<file path="config.mk">
export PLATFORM = sky130hd
export DESIGN_NAME = adc_idelay_calibrator_flat
export DESIGN_NICKNAME = d
export VERILOG_FILES = /design/src/rtl/adc_idelay_calibrator_if.sv /design/src/rtl/adc_idelay_calibrator.sv /design/src/flat_wrapper.sv
export SDC_FILE = /design/constraint.sdc
export NUM_CORES = 1
export LEC_CHECK = 0
export ABC_AREA = 1
export BUFFER_PORTS_ARGS = -buffer_cell sky130_fd_sc_hd__buf_2
export CAP_MARGIN = 20
export CORE_MARGIN = 4
export CORE_UTILIZATION = 45
export CTS_CLUSTER_DIAMETER = 40
export DETAILED_ROUTE_END_ITERATION = 12
export PLACE_DENSITY = 0.66
export SYNTH_ARGS = -nofsm -noshare
export SYNTH_HDL_FRONTEND = slang
export SYNTH_SLANG_ARGS = --single-unit
export TNS_END_PERCENT = 100
</file>
<file path="constraint.sdc">
create_clock -name clock_in -period 6.76 [get_ports clock_in]
set_input_delay 1.014 -clock clock_in [delete_from_list [all_inputs] [get_ports clock_in]]
set_output_delay 1.014 -clock clock_in [all_outputs]
set_load 0.05 [all_outputs]
</file>
<file path="src/rtl/adc_idelay_calibrator_if.sv">
// Control and data bundle for the AD9284 IODELAY tap calibrator.
// Ports:
//   start        : one-cycle pulse that starts calibration of every lane
//   adc_data_p/n : IDDR Q1/Q2 sample per lane
//   delay_ld     : one-hot IODELAYE1 load strobe per lane
//   delay_wdata  : tap value shared by all IODELAYE1 CNTVALUEIN inputs
//   busy/done    : sweep in progress / completion pulse
//   lane_err     : per-lane flag, no passing window of sufficient width was found
//   lane_tap     : final tap per lane, lane i at [5i+4:5i]
interface adc_idelay_calibrator_if #(
   parameter int unsigned NUM_LANES = 8
);
   logic                   start;
   logic [NUM_LANES-1:0]   adc_data_p;
   logic [NUM_LANES-1:0]   adc_data_n;
   logic [NUM_LANES-1:0]   delay_ld;
   logic [4:0]             delay_wdata;
   logic                   busy;
   logic                   done;
   logic [NUM_LANES-1:0]   lane_err;
   logic [5*NUM_LANES-1:0] lane_tap;

   // Capture/control side: drives start and the sampled data
   modport master (
      output start, adc_data_p, adc_data_n,
      input  delay_ld, delay_wdata, busy, done, lane_err, lane_tap
   );

   // Calibrator side
   modport slave (
      input  start, adc_data_p, adc_data_n,
      output delay_ld, delay_wdata, busy, done, lane_err, lane_tap
   );
endinterface

</file>
<file path="src/rtl/adc_idelay_calibrator.sv">
// Per-lane IODELAYE1 tap sweep for the AD9284 LVDS capture path.
// For each lane, taps 0..31 are loaded in turn, the IDDR samples are compared
// against the ADC test pattern, and the centre of the longest contiguous
// passing window is loaded as the final tap.
// Ports:
//   clock_in : adc_dco_clk, all logic on the rising edge
//   reset_n  : asynchronous active-low reset
//   bus      : calibrator side of adc_idelay_calibrator_if
module adc_idelay_calibrator #(
   parameter int unsigned          NUM_LANES      = 8,
   parameter int unsigned          SETTLE_CYCLES  = 8,
   parameter int unsigned          COMPARE_CYCLES = 64,
   parameter int unsigned          MIN_WINDOW     = 4,
   parameter logic [NUM_LANES-1:0] EXPECTED_P     = NUM_LANES'(8'hAA),
   parameter logic [NUM_LANES-1:0] EXPECTED_N     = NUM_LANES'(8'h55),
   parameter logic [4:0]           DEFAULT_TAP    = 5'd0
) (
   input  logic                    clock_in,
   input  logic                    reset_n,
   adc_idelay_calibrator_if.slave  bus
);

   localparam int unsigned TAP_W   = 5;
   localparam int unsigned LEN_W   = 6;
   localparam int unsigned LANE_W  = (NUM_LANES > 1) ? $clog2(NUM_LANES) : 1;
   localparam int unsigned CNT_MAX = (SETTLE_CYCLES > COMPARE_CYCLES) ? SETTLE_CYCLES : COMPARE_CYCLES;
   localparam int unsigned CNT_W   = $clog2(CNT_MAX + 1);

   typedef enum logic [2:0] {
      IDLE, LOAD, SETTLE, CHECK, EVAL, SET_CENTER, NEXT_LANE, FINISH
   } state_t;

   state_t                 state_q, state_d;
   logic [LANE_W-1:0]      lane_q, lane_d;
   logic [TAP_W-1:0]       tap_q, tap_d;
   logic [CNT_W-1:0]       cnt_q, cnt_d;
   logic                   pass_q, pass_d;
   logic [TAP_W-1:0]       cur_start_q, cur_start_d;
   logic [LEN_W-1:0]       cur_len_q, cur_len_d;
   logic [TAP_W-1:0]       best_start_q, best_start_d;
   logic [LEN_W-1:0]       best_len_q, best_len_d;
   logic [NUM_LANES-1:0]   delay_ld_q, delay_ld_d;
   logic [TAP_W-1:0]       delay_wdata_q, delay_wdata_d;
   logic                   busy_q, busy_d;
   logic                   done_q, done_d;
   logic [NUM_LANES-1:0]   lane_err_q, lane_err_d;
   logic [5*NUM_LANES-1:0] lane_tap_q, lane_tap_d;
   logic                   window_ok;
   logic [TAP_W-1:0]       centre;

   // State register
   always_ff @(posedge clock_in or negedge reset_n) begin
      if (!reset_n) state_q <= IDLE;
      else          state_q <= state_d;
   end

   // Next-state logic
   always_comb begin
      state_d = state_q;
      case (state_q)
         IDLE:       if (bus.start) state_d = LOAD;
         LOAD:       state_d = SETTLE;
         SETTLE:     if (cnt_q == CNT_W'(SETTLE_CYCLES - 1)) state_d = CHECK;
         CHECK:      if (cnt_q == CNT_W'(COMPARE_CYCLES - 1)) state_d = EVAL;
         EVAL:       state_d = (tap_q == TAP_W'(31)) ? SET_CENTER : LOAD;
         SET_CENTER: state_d = NEXT_LANE;
         NEXT_LANE:  state_d = (lane_q == LANE_W'(NUM_LANES - 1)) ? FINISH : LOAD;
         FINISH:     state_d = IDLE;
         default:    state_d = IDLE;
      endcase
   end

   // Datapath and output next values; outputs are registered against state_d
   // so each strobe is visible during the cycle of the state it belongs to.
   always_comb begin
      lane_d        = lane_q;
      tap_d         = tap_q;
      cnt_d         = cnt_q;
      pass_d        = pass_q;
      cur_start_d   = cur_start_q;
      cur_len_d     = cur_len_q;
      best_start_d  = best_start_q;
      best_len_d    = best_len_q;
      delay_ld_d    = '0;
      delay_wdata_d = delay_wdata_q;
      busy_d        = 1'b0;
      done_d        = 1'b0;
      lane_err_d    = lane_err_q;
      lane_tap_d    = lane_tap_q;
      window_ok     = 1'b0;
      centre        = DEFAULT_TAP;

      case (state_q)
         IDLE: begin
            if (bus.start) begin
               lane_err_d   = '0;
               lane_tap_d   = '0;
               lane_d       = '0;
               tap_d        = '0;
               cur_start_d  = '0;
               cur_len_d    = '0;
               best_start_d = '0;
               best_len_d   = '0;
            end
         end
         LOAD: begin
            cnt_d  = '0;
            pass_d = 1'b1;
         end
         SETTLE: begin
            cnt_d = (cnt_q == CNT_W'(SETTLE_CYCLES - 1)) ? '0 : cnt_q + CNT_W'(1);
         end
         CHECK: begin
            cnt_d = cnt_q + CNT_W'(1);
            if ((bus.adc_data_p[lane_q] != EXPECTED_P[lane_q]) ||
                (bus.adc_data_n[lane_q] != EXPECTED_N[lane_q]))
               pass_d = 1'b0;
         end
         EVAL: begin
            // Strict greater-than keeps the earliest window on ties
            if (pass_q) begin
               if (cur_len_q == '0) cur_start_d = tap_q;
               cur_len_d = cur_len_q + LEN_W'(1);
               if (cur_len_d > best_len_q) begin
                  best_start_d = cur_start_d;
                  best_len_d   = cur_len_d;
               end
            end else begin
               cur_len_d = '0;
            end
            if (tap_q != TAP_W'(31)) tap_d = tap_q + TAP_W'(1);
         end
         NEXT_LANE: begin
            if (lane_q != LANE_W'(NUM_LANES - 1)) begin
               lane_d       = lane_q + LANE_W'(1);
               tap_d        = '0;
               cur_start_d  = '0;
               cur_len_d    = '0;
               best_start_d = '0;
               best_len_d   = '0;
            end
         end
         default: ;
      endcase

      // best_start + (best_len-1)/2 stays within 0..31 for any window inside 0..31
      window_ok = (best_len_d >= LEN_W'(MIN_WINDOW));
      if (window_ok)
         centre = best_start_d + TAP_W'((best_len_d - LEN_W'(1)) >> 1);

      busy_d = (state_d != IDLE) && (state_d != FINISH);
      done_d = (state_d == FINISH);

      if (state_d == LOAD) begin
         delay_ld_d[lane_d] = 1'b1;
         delay_wdata_d      = tap_d;
      end else if (state_d == SET_CENTER) begin
         delay_ld_d[lane_d]                        = 1'b1;
         delay_wdata_d                             = centre;
         lane_tap_d[int'(lane_d) * TAP_W +: TAP_W] = centre;
         if (!window_ok) lane_err_d[lane_d] = 1'b1;
      end
   end

   // Datapath and output registers
   always_ff @(posedge clock_in or negedge reset_n) begin
      if (!reset_n) begin
         lane_q        <= '0;
         tap_q         <= '0;
         cnt_q         <= '0;
         pass_q        <= 1'b0;
         cur_start_q   <= '0;
         cur_len_q     <= '0;
         best_start_q  <= '0;
         best_len_q    <= '0;
         delay_ld_q    <= '0;
         delay_wdata_q <= '0;
         busy_q        <= 1'b0;
         done_q        <= 1'b0;
         lane_err_q    <= '0;
         lane_tap_q    <= '0;
      end else begin
         lane_q        <= lane_d;
         tap_q         <= tap_d;
         cnt_q         <= cnt_d;
         pass_q        <= pass_d;
         cur_start_q   <= cur_start_d;
         cur_len_q     <= cur_len_d;
         best_start_q  <= best_start_d;
         best_len_q    <= best_len_d;
         delay_ld_q    <= delay_ld_d;
         delay_wdata_q <= delay_wdata_d;
         busy_q        <= busy_d;
         done_q        <= done_d;
         lane_err_q    <= lane_err_d;
         lane_tap_q    <= lane_tap_d;
      end
   end

   assign bus.delay_ld    = delay_ld_q;
   assign bus.delay_wdata = delay_wdata_q;
   assign bus.busy        = busy_q;
   assign bus.done        = done_q;
   assign bus.lane_err    = lane_err_q;
   assign bus.lane_tap    = lane_tap_q;

endmodule

</file>
<file path="src/flat_wrapper.sv">
// flat-port wrapper written by rule: the top's interface ports become plain ports
module adc_idelay_calibrator_flat 
#(
   parameter int unsigned          NUM_LANES      = 8,
   parameter int unsigned          SETTLE_CYCLES  = 8,
   parameter int unsigned          COMPARE_CYCLES = 64,
   parameter int unsigned          MIN_WINDOW     = 4,
   parameter logic [NUM_LANES-1:0] EXPECTED_P     = NUM_LANES'(8'hAA),
   parameter logic [NUM_LANES-1:0] EXPECTED_N     = NUM_LANES'(8'h55),
   parameter logic [4:0]           DEFAULT_TAP    = 5'd0
)
  (clock_in, reset_n, bus_start, bus_adc_data_p, bus_adc_data_n, bus_delay_ld, bus_delay_wdata, bus_busy, bus_done, bus_lane_err, bus_lane_tap);
  adc_idelay_calibrator_if #(.NUM_LANES(NUM_LANES)) bus_i ();
  input  logic clock_in;
  input  logic reset_n;
  input wire logic [$bits(bus_i.start)-1:0] bus_start;
  input wire logic [$bits(bus_i.adc_data_p)-1:0] bus_adc_data_p;
  input wire logic [$bits(bus_i.adc_data_n)-1:0] bus_adc_data_n;
  output wire logic [$bits(bus_i.delay_ld)-1:0] bus_delay_ld;
  output wire logic [$bits(bus_i.delay_wdata)-1:0] bus_delay_wdata;
  output wire logic [$bits(bus_i.busy)-1:0] bus_busy;
  output wire logic [$bits(bus_i.done)-1:0] bus_done;
  output wire logic [$bits(bus_i.lane_err)-1:0] bus_lane_err;
  output wire logic [$bits(bus_i.lane_tap)-1:0] bus_lane_tap;
  assign bus_i.start = bus_start;
  assign bus_i.adc_data_p = bus_adc_data_p;
  assign bus_i.adc_data_n = bus_adc_data_n;
  assign bus_delay_ld = bus_i.delay_ld;
  assign bus_delay_wdata = bus_i.delay_wdata;
  assign bus_busy = bus_i.busy;
  assign bus_done = bus_i.done;
  assign bus_lane_err = bus_i.lane_err;
  assign bus_lane_tap = bus_i.lane_tap;
  adc_idelay_calibrator #(.NUM_LANES(NUM_LANES), .SETTLE_CYCLES(SETTLE_CYCLES), .COMPARE_CYCLES(COMPARE_CYCLES), .MIN_WINDOW(MIN_WINDOW), .EXPECTED_P(EXPECTED_P), .EXPECTED_N(EXPECTED_N), .DEFAULT_TAP(DEFAULT_TAP)) u_core (.clock_in(clock_in), .reset_n(reset_n), .bus(bus_i));
endmodule
</file>
==> Yosys cells after proc, flatten, opt, wreduce, memory -nomap -nowiden <==
Memory sizes are Yosys's and may differ from the RTL's.
Cells that the tools add are included.
{ "word_totals": {"wordCells": 128, "n_memories": 2, "romBits": 16, "ff_bits": 104, "input_bits": 19} }
{ "op_classes": {"add_sub_neg": 7, "multipliers": 1, "muxes": 59, "n_lt_le_gt_ge": 5, "n_reduce_logical": 13, "n_eq_ne": 23, "bitwise_logic": 1, "n_shift": 2} }
{ "mem_list": {"columns": ["memory", "words", "width", "read_ports", "rd_ports_with_merged_regs", "write_ports", "line_no", "text"], "rows": [
  ["(no name shown)", 8, 1, 1, 0, 0, "adc_idelay_calibrator.sv:116", "(bus.adc_data_n[lane_q] != EXPECTED_N[lane_q]))"],
  ["(no name shown)", 8, 1, 1, 0, 0, "adc_idelay_calibrator.sv:115", "if ((bus.adc_data_p[lane_q] != EXPECTED_P[lane_q]) ||"]
]} }
{ "ops": {"columns": ["op", "count"], "rows": [
  ["$mux W40", 4],
  ["$mux W5", 14],
  ["$mux W8", 7],
  ["$pmux W5 S3", 3],
  ["$mux W6", 7],
  ["$bwmux W40", 1],
  ["$shift A5 B34 Y40 const A", 1],
  ["$shiftx A5 B34 Y40", 1],
  ["$pmux W6 S3", 2],
  ["$neg A6 Y34", 1],
  ["$pmux W3 S8", 1],
  ["$eq A3 B3 Y1 const B", 7],
  ["$mux W3", 7],
  ["$pmux W7 S3", 1],
  ["$reduce_bool A3 Y1", 3],
  ["$lt A3 B4 Y1 const B", 2],
  ["$or A8 B8 Y8", 1],
  ["$add A7 B1 Y7 const B", 1],
  ["$eq A7 B3 Y1 const B", 1],
  ["$eq A7 B6 Y1 const B", 1],
  ["$mux W7", 1],
  ["$add A6 B1 Y6 const B", 1],
  ["$bmux W1 S3", 2],
  ["$eq A3 B1 Y1 const B", 2],
  ["other kinds (27)", 39]
]} }

==> Logic depth before layout (Yosys ltp) <==
Gate-level depths: netlist of the first run.
{ "logic_depth": {"depth_word": 12, "ltp_mapped": 32, "depth_no_buf": 32} }

==> Worst setup path before layout of the first run <==
No wires, ideal clock.
{ "synth_path": {"kind": "register to register", "start": "reg u_core.cur_len_q[0]", "end": "reg u_core.lane_tap_q[19], in the netlist u_core.bus.lane_tap[19]", "t_arrival_ps": 3871, "setup_time_ps": 67, "path_stages_with_launch": 26, "n_path_buf": 0, "path_slack_ps": 2822, "cell_sequence": "dfrtp_1 -> ha_1 -> nand3_1 -> xor2_1 -> inv_1 -> ha_1 -> nand2_1 -> nor2_1 -> a21oi_1 -> nand2_1 -> nand2_1 -> nand2_4 -> a21oi_4 -> nand4_1 -> xnor2_1 -> ha_1 -> a21o_1 -> a31oi_1 -> nand3_1 -> nand2_1 -> nand2_1 -> nand3_1 -> nand2_2 -> nor2_4 -> nand4_1 -> nand2_1"} }
{ "synth_via": {"elab_chain_cells": 12, "word_cells_on_any_way": 18, "cone_classes": "add/sub: 3; order compare: 2; shift: 1; mux: 11; reduce/logical: 1"} }
{ "synth_lines": {"columns": ["element", "line_no", "text"], "rows": [
  ["from (decl)", "adc_idelay_calibrator.sv:39", "logic [LEN_W-1:0] cur_len_q, cur_len_d;"],
  ["from (signal assigned)", "adc_idelay_calibrator.sv:188", "cur_len_q <= cur_len_d;"],
  ["$add A6 B1 Y6", "adc_idelay_calibrator.sv:123", "cur_len_d = cur_len_q + LEN_W'(1);"],
  ["$gt A6 B6 Y1", "adc_idelay_calibrator.sv:124", "if (cur_len_d > best_len_q) begin"],
  ["$mux W6", "adc_idelay_calibrator.sv:124", null],
  ["$mux W6", "adc_idelay_calibrator.sv:121", "if (pass_q) begin"],
  ["$pmux W6 S3", "adc_idelay_calibrator.sv:93", "case (state_q)"],
  ["$sub A6 B1 Y6", "adc_idelay_calibrator.sv:149", "centre = best_start_d + TAP_W'((best_len_d - LEN_W'(1)) >> 1);"],
  ["$add A5 B5 Y5", "adc_idelay_calibrator.sv:149", null],
  ["$mux W5 (*)", "adc_idelay_calibrator.sv:148", "if (window_ok)"],
  ["$shiftx A5 B34 Y40 (*)", "adc_idelay_calibrator.sv:160", "lane_tap_d[int'(lane_d) * TAP_W +: TAP_W] = centre;"],
  ["$bwmux W40 (*)", "adc_idelay_calibrator.sv:160", null],
  ["$mux W40 (*)", "adc_idelay_calibrator.sv:157", "end else if (state_d == SET_CENTER) begin"],
  ["$mux W40 (*)", "adc_idelay_calibrator.sv:154", "if (state_d == LOAD) begin"],
  ["named net u_core.lane_tap_d[19]", "adc_idelay_calibrator.sv:47", "logic [5*NUM_LANES-1:0] lane_tap_q, lane_tap_d;"],
  ["to (signal assigned)", "adc_idelay_calibrator.sv:196", "lane_tap_q <= lane_tap_d;"],
  ["to (decl)", "adc_idelay_calibrator.sv:47", null]
]} }
Mark *: on every way through the listed nets, which the timed path passes. The rest lies on a longest branch.
A chain may end at the register's enable or synchronous reset.

==> Final worst setup path of the first run <==
{ "layout_path": {"start": "reg u_core.cur_len_q[0]", "end": "reg u_core.lane_tap_q[29], in the netlist u_core.bus.lane_tap[29]"} }
The elaborated chain is that of the path after synthesis.

==> impl_metrics.toml, run 1 <==
[outcome]
status = "complete, no violations"

[global_route]
antenna_found_initial = 0
wire_length_of_the_first_global_routing_pass_mm = 21.67
globalRouteTotalUtil_pct = 20.42
top_usage_layer = "met2"
global_routing_usage_on_met1_pct = 27.18
globalRouteMet3Util_pct = 6.528
grt_max_degree = 61
global_route.usage.met2_pct = 32.57
grt-ovfl-total = 0
grt_pass1_vias = 4489

[critical_path]
end_kind = "flop"
worst-path-max-fanout = 9
critical_path.slowest_cell = "sky130_fd_sc_hd__dfrtp_1"
critPathRequiredTime_ns = 7.05
worst-endpoint-arrival_ns = 4.78
crit_path_start = "u_core.cur_len_q[0]"
worst_setup_start_kind = "flop"
crit_top_cell = "sky130_fd_sc_hd__nand2_1"
crit_type = "flop to flop"
cp_slowest_stage_delay_ns = 0.47
reg2reg_from = "u_core.cur_len_q[0]"

[sta]
worstMarginPinSlew_ns = 0.7665
clock_skew_ns = 0.008001
finalCriticalPeriod_ns = 4.487
fin_tns_setup_ns = 0
fmax_mhz = 222.9
drv_slew = 0
min_period_over_period_pct = 66.38
unrepaired_setup_endpoints_after_global_routing = "false"
slew-limit-headroom_pct = 48.90
setup_violations = 0
finalHoldViolations = 0

[synthesis]
post_synth_main_area_contributors = "sky130_fd_sc_hd__dfrtp_1 49%, sky130_fd_sc_hd__nand2_1 7.9%, sky130_fd_sc_hd__nand3_1 7.2%"
post-synth-top-count-cell = "sky130_fd_sc_hd__nand2_1"
synth_compound_area_share_pct = 12.16
ys_top_cells_by_count = "111 x sky130_fd_sc_hd__nand2_1, 104 x sky130_fd_sc_hd__dfrtp_1, 76 x sky130_fd_sc_hd__inv_1, 76 x sky130_fd_sc_hd__nand3_1, 36 x sky130_fd_sc_hd__nor2_1"
postSynth.topFlopCell = "sky130_fd_sc_hd__dfrtp_1"
synth-seq-cells = 104
yosys_warnings = 0
largest_family_of_logic_cells_by_synthesized_area = "simple AND/OR/NAND/NOR gates"
cell_area_after_synthesis_um2 = 5308
synth_largest_type_area_fraction_pct = 49.03
synthDistinctLibCells = 49
number_of_synthesized_flops_with_an_enable_pin = 0
synth-seq-area-share_pct = 49.03
synth_top_area_cell = "sky130_fd_sc_hd__dfrtp_1"
synthesis.nets = 656
async_reset_ff_share_pct = 100.0
post_synth_inst_count = 615
synth-simple-area-share_pct = 24.89
adder_cell_share_of_the_synthesized_area_pct = 5.328
synthXorXnorAreaFrac_pct = 1.320
synthesis.area_per_instance_um2 = 8.630
synthMuxAreaShare_pct = 0.1886

[pwr]
seq_power_share_pct = 41.8
p_total_w = 0.001709
combinational_power_share_pct = 27.0
power.ir.vdd_worst_uv = 182.1
clkPwrFrac_pct = 31.2
power_per_cell_area_nw_per_um2 = 277.7
static_leak_nw = 3.170
switching_share_of_power_pct = 35.23
power_report.internal_total_w = 0.001107
switching_power_w = 0.0006020

[placement]
placer_congestion = 0.9365
dp_hpwl_mm = 9.630
place.detailed.instances = 828
placement.io_buffers = 81

[detailed_routing]
detail_route.first_pass.iterations = 8
drt_drc_violations_left = 0
drt_first_iter_violations = 310
drt-vias-per-instance = 5.350
postRouteWirelength_mm = 13.14
drtAntennaViolNets = 0
wl_per_cell_um = 15.57
vias = 4515

[die]
die_h_um = 116.6
i_o_pins = 82
die_x_um = 116.6
floorplan.rows = 39
core_area_um2 = 11470
initial_core_util_pct = 46.28
fp.dieArea_um2 = 13600

[layout]
antenna_cells_inserted = 0
area.growth.synth_to_final_pct = 15.94
nNetsFinal = 737
instances_no_fill = 844
layout-drive-gt1-share_pct = 19.54

[cts]
root_buffer = "sky130_fd_sc_hd__clkbuf_16"
cts-buffers-inserted = 9
ctsResizeCount = 0
postCtsHoldBufs = 0
post-cts-setup-buffer-count = 0
cts_tree = "built"
sink_count = 104
clock_tree.htree_level_count = 3
clk_latency_ns = 0.36
cts_clock_pin_slew_for_the_worst_setup_and_hold_paths_ns = 0.07
cts_max_path_buffers = 2

[worst_hold_path]
min-delay-start = "u_core.bus.lane_err[1]"
worstHoldPathType = "flop to flop"

[job]
max_cap_violations = 0
-- layout by cell type (no fill, tap or decap), drive strengths merged, types with 6 or more instances in the layout --
| cell | instances |
|---|---|
| a21oi | 18 |
| buf | 83 |
| clkbuf | 12 |
| dfrtp | 104 |
| ha | 21 |
| inv | 84 |
| nand2 | 119 |
| nand3 | 80 |
| nand4 | 10 |
| nor2 | 50 |
| nor3 | 7 |
| o211ai | 6 |
| o21ai | 62 |
| o22ai | 10 |
| xor2 | 6 |
-- state kept, by name (all words and copies together), names as in the netlist, 6 cells and up --
name                 cells
u_core.best_len_q        6
u_core.bus.lane_err      8
u_core.cur_len_q         6
u_core.cnt_q             7
u_core.bus.delay_ld      8
u_core.bus.lane_tap     40
-- cells by family (layout without fill, tap and decap cells) --
kind of cell	after synthesis	after routing
AO/OA/AOI/OAI	110	110
XOR/XNOR	8	8
adder cells (fa/ha/maj)	22	22
buffers and inverters	98	184
flip-flops	104	104
multiplexers	1	1
AND/OR/NAND/NOR	272	272
-- metrics by stage --
step | instance area (µm²) | utilization, % | hold WS, ns | setup WS (ns)
after floorplan | 5308 | - | 0.4586 | 2.822
after global placement | 5853 | 51.04 | 0.4761 | 2.531
after detailed placement | 5853 | 51.04 | 0.4823 | 2.302
after CTS | 6153 | 53.66 | 0.4992 | 2.294
after global routing | 6153 | 53.66 | 0.5085 | 1.769
final | 6153 | 53.66 | 0.4979 | 2.273
-- path summary, 6_finish.rpt --
kind | depth (start not counted) | slack, ns | endpoint
min reg2reg | 2 | 0.50 | u_core.bus.lane_err[1]
max | 25 | 2.27 | u_core.bus.lane_tap[29]
max reg2reg | 25 | 2.27 | u_core.bus.lane_tap[29]
min | 2 | 0.50 | u_core.bus.lane_err[1]
max in group asynchronous | 2 | 4.92 | u_core.bus.lane_err[7]
min in group asynchronous | 1 | 0.65 | u_core.cur_len_q[3]
-- power groups by stage --
stage,clock [W],combinational [W],sequential (W)
after floorplan,0,0.000310,0.000748
after global placement,0,0.000445,0.000724
after detailed placement,0,0.000458,0.000725
after CTS,0.000544,0.000461,0.000714
after global routing,0.000568,0.000524,0.000719
final,0.000534,0.000461,0.000714
-- routing by layer --
metal  wire (µm)  share of wire, %
met4         180               1.4
met3         745               5.7
met2        6235                47
met1        5979                45
met5           0                 0
-- critical path, delay by kind of cell (launching register included) --
kind	cells	cell delay [ns]
simple gates	15	1.72
flops	1	0.47
buf+inv	1	0.08
fa+ha+maj	3	0.85
xor+xnor	2	0.34
compound gates	4	0.94
-- area by class of cell --
type | instances | area [µm²]
multi-input combinational | 413 | 2330
timing repair buffer | 83 | 422.9
tap | 143 | 178.9
fill | 1054 | 5314
inverter | 85 | 319.1
clock inverter | 4 | 53.80
clock buffer | 12 | 246.5
sequential | 104 | 2603
(Power assumes the default switching activity.)
==> inputs of run 2 (changes only) <==
==> constraint.sdc (replaced) <==
create_clock -name clock_in -period 4.46 [get_ports clock_in]
set_input_delay 0.669 -clock clock_in [delete_from_list [all_inputs] [get_ports clock_in]]
set_output_delay 0.669 -clock clock_in [all_outputs]
set_load 0.05 [all_outputs]
==> impl_metrics.toml, run 2 (synthesis results as in run 1) <==
[die]
initial_core_util_pct = 46.28
die_x_um = 116.6
core_area_um2 = 11470
die_h_um = 116.6
fp.dieArea_um2 = 13600
floorplan.rows = 39
i_o_pins = 82

[layout]
nNetsFinal = 744
number_of_fill_cells_in_the_layout = 1040
layout_common_cells = "107 x sky130_fd_sc_hd__nand2_1, 102 x sky130_fd_sc_hd__dfrtp_1, 80 x sky130_fd_sc_hd__buf_2"
footprint_of_the_flip_flops_and_latches_um2 = 2605
mostFrequentLayoutCell = "sky130_fd_sc_hd__nand2_1"
largest_register_ffs = 40
multi_input_area_um2 = 2390
instances_no_fill = 850
area.growth.synth_to_final_pct = 17.75
layout-drive-gt1-share_pct = 22.77
antenna_cells_inserted = 0

[detailed_routing]
vias = 4561
postRouteWirelength_mm = 13.06
drt-vias-per-instance = 5.366
wl_per_cell_um = 15.37
drt_drc_violations_left = 0
dr_wl_met3_um = 934
wl_met1_mm = 5.739
max_layer_used = "met4"
detail_route.first_pass.iterations = 5
drtAntennaViolNets = 0
drt_first_iter_violations = 277
wl_met2_mm = 6.205

[critical_path]
setup.reg_to_reg.worst_slack_ns = 0.32
crit_top_cell = "sky130_fd_sc_hd__nand2_1"
cp_slowest_stage_delay_ns = 0.42
critical_path.slowest_cell = "sky130_fd_sc_hd__dfrtp_2"
crit_type = "flop to flop"
worst-path-max-fanout = 8
worst_setup_start_kind = "flop"
critPathRequiredTime_ns = 4.75
worst-endpoint-arrival_ns = 4.43
end_kind = "flop"

[placement]
dp_slack_ns = 0.1211
place.detailed.instances = 830
placement.io_buffers = 81
dp_hpwl_mm = 9.507
placer_congestion = 0.9341

[cts]
sink_count = 104
postCtsHoldBufs = 0
root_buffer = "sky130_fd_sc_hd__clkbuf_16"
cts-buffers-inserted = 9
cts_tree = "built"
clock_tree.htree_level_count = 3
cts_clock_pin_slew_for_the_worst_setup_and_hold_paths_ns = 0.07
cts_max_path_buffers = 2
clk_latency_ns = 0.35

[global_route]
grt-ovfl-total = 0
antenna_found_initial = 0
grt_max_degree = 79
globalRouteTotalUtil_pct = 19.83
grt_pass1_vias = 4393
wire_length_of_the_first_global_routing_pass_mm = 21.27

[sta]
setup_violations = 0
slew-limit-headroom_pct = 34.37
fmax_mhz = 241.8
finalCriticalPeriod_ns = 4.135
finalHoldViolations = 0
fin_worst_hold_slack_ns = 0.4793
worstMarginPinSlew_ns = 0.9845
drv_slew = 0
final_worst_path_setup_slack_ns = 0.3247
min_period_over_period_pct = 92.72
clock_skew_ns = 0.008668

[pwr]
static_leak_nw = 3.200
p_total_w = 0.002609
clkPwrFrac_pct = 29.0
switching_power_w = 0.0009452
switching_share_of_power_pct = 36.22
combinational_power_share_pct = 29.4
seq_power_share_pct = 41.5
power_per_cell_area_nw_per_um2 = 417.5
power_report.internal_total_w = 0.001664
power.ir.vdd_worst_uv = 269.9

[job]
max_cap_violations = 0

[worst_hold_path]
worstHoldPathType = "input pin to asynchronous set/reset pin"

[outcome]
status = "complete, no violations"
[run 2: cell count changes in the layout (fill, tap and decap cells not counted), sizes merged]
cell    previous run  this run
buf               83        90
clkbuf            12        11
bufinv             1         0
inv               84        85
[run 2: layout make-up]
type                       count  area share (%)
clock inverter                 4          0.4605
clock buffer                  11           4.044
multi-input combinational    413           38.24
inverter                      85           5.105
timing repair buffer          90           7.608
sequential                   104           41.68
tap                          143           2.863
[run 2: worst max-delay path: cells and delay by family, from the launching register on]
kind            cells  cell delay [ns]
simple gates       18             1.89
buf+inv             2             0.12
compound gates      3             0.64
fa+ha+maj           3             0.82
flops               1             0.42
xor+xnor            1             0.15
[run 2: path summary, 6_finish.rpt]
| kind | start | endpoint | cells past startpoint |
|---|---|---|---|
| worst max-delay path | u_core.cur_len_q[2] | u_core.bus.lane_tap[29] | 27 |
| worst max register to register | u_core.cur_len_q[2] | u_core.bus.lane_tap[29] | 27 |
| min in group clock_in | u_core.bus.lane_err[6] | u_core.bus.lane_err[6] | 2 |
| max in group asynchronous | reset_n | u_core.bus.lane_tap[2] | 2 |
| worst min-delay path | reset_n | u_core.cur_len_q[4] | 1 |
| worst min register to register | u_core.bus.lane_err[6] | u_core.bus.lane_err[6] | 2 |
[run 2: through the flow]
step / util (%) / cell area (µm²) / TNS, ns
finish: 54.50 / 6250 / 0
global route: 54.50 / 6250 / -0.2446
CTS: 53.63 / 6150 / 0
detailed placement: 51.17 / 5868 / 0
global placement: 51.17 / 5868 / 0
floorplan: - / 5308 / 0
[run 2: repair_timing]
action | CTS | global route
resized for setup | 0 | 20
setup buffers | 0 | 5
setup endpoints to repair | 0 | 26
[run 2: power by group through the flow]
stage	Clock (W)	Sequential (W)	Combinational, W
after global placement	0	0.00110	0.000681
after CTS	0.000779	0.00108	0.000705
after floorplan	0	0.00113	0.000469
after detailed placement	0	0.00110	0.000702
final	0.000758	0.00108	0.000768
after global routing	0.000809	0.00109	0.000859
[run 2: per-layer routing]
layer | up-vias | track usage (%)
met5 | - | 0
met4 | 0 | 5.810
met3 | 17 | 6.166
met2 | 131 | 30.78
met1 | 2196 | 26.96
li1 | 2217 | -
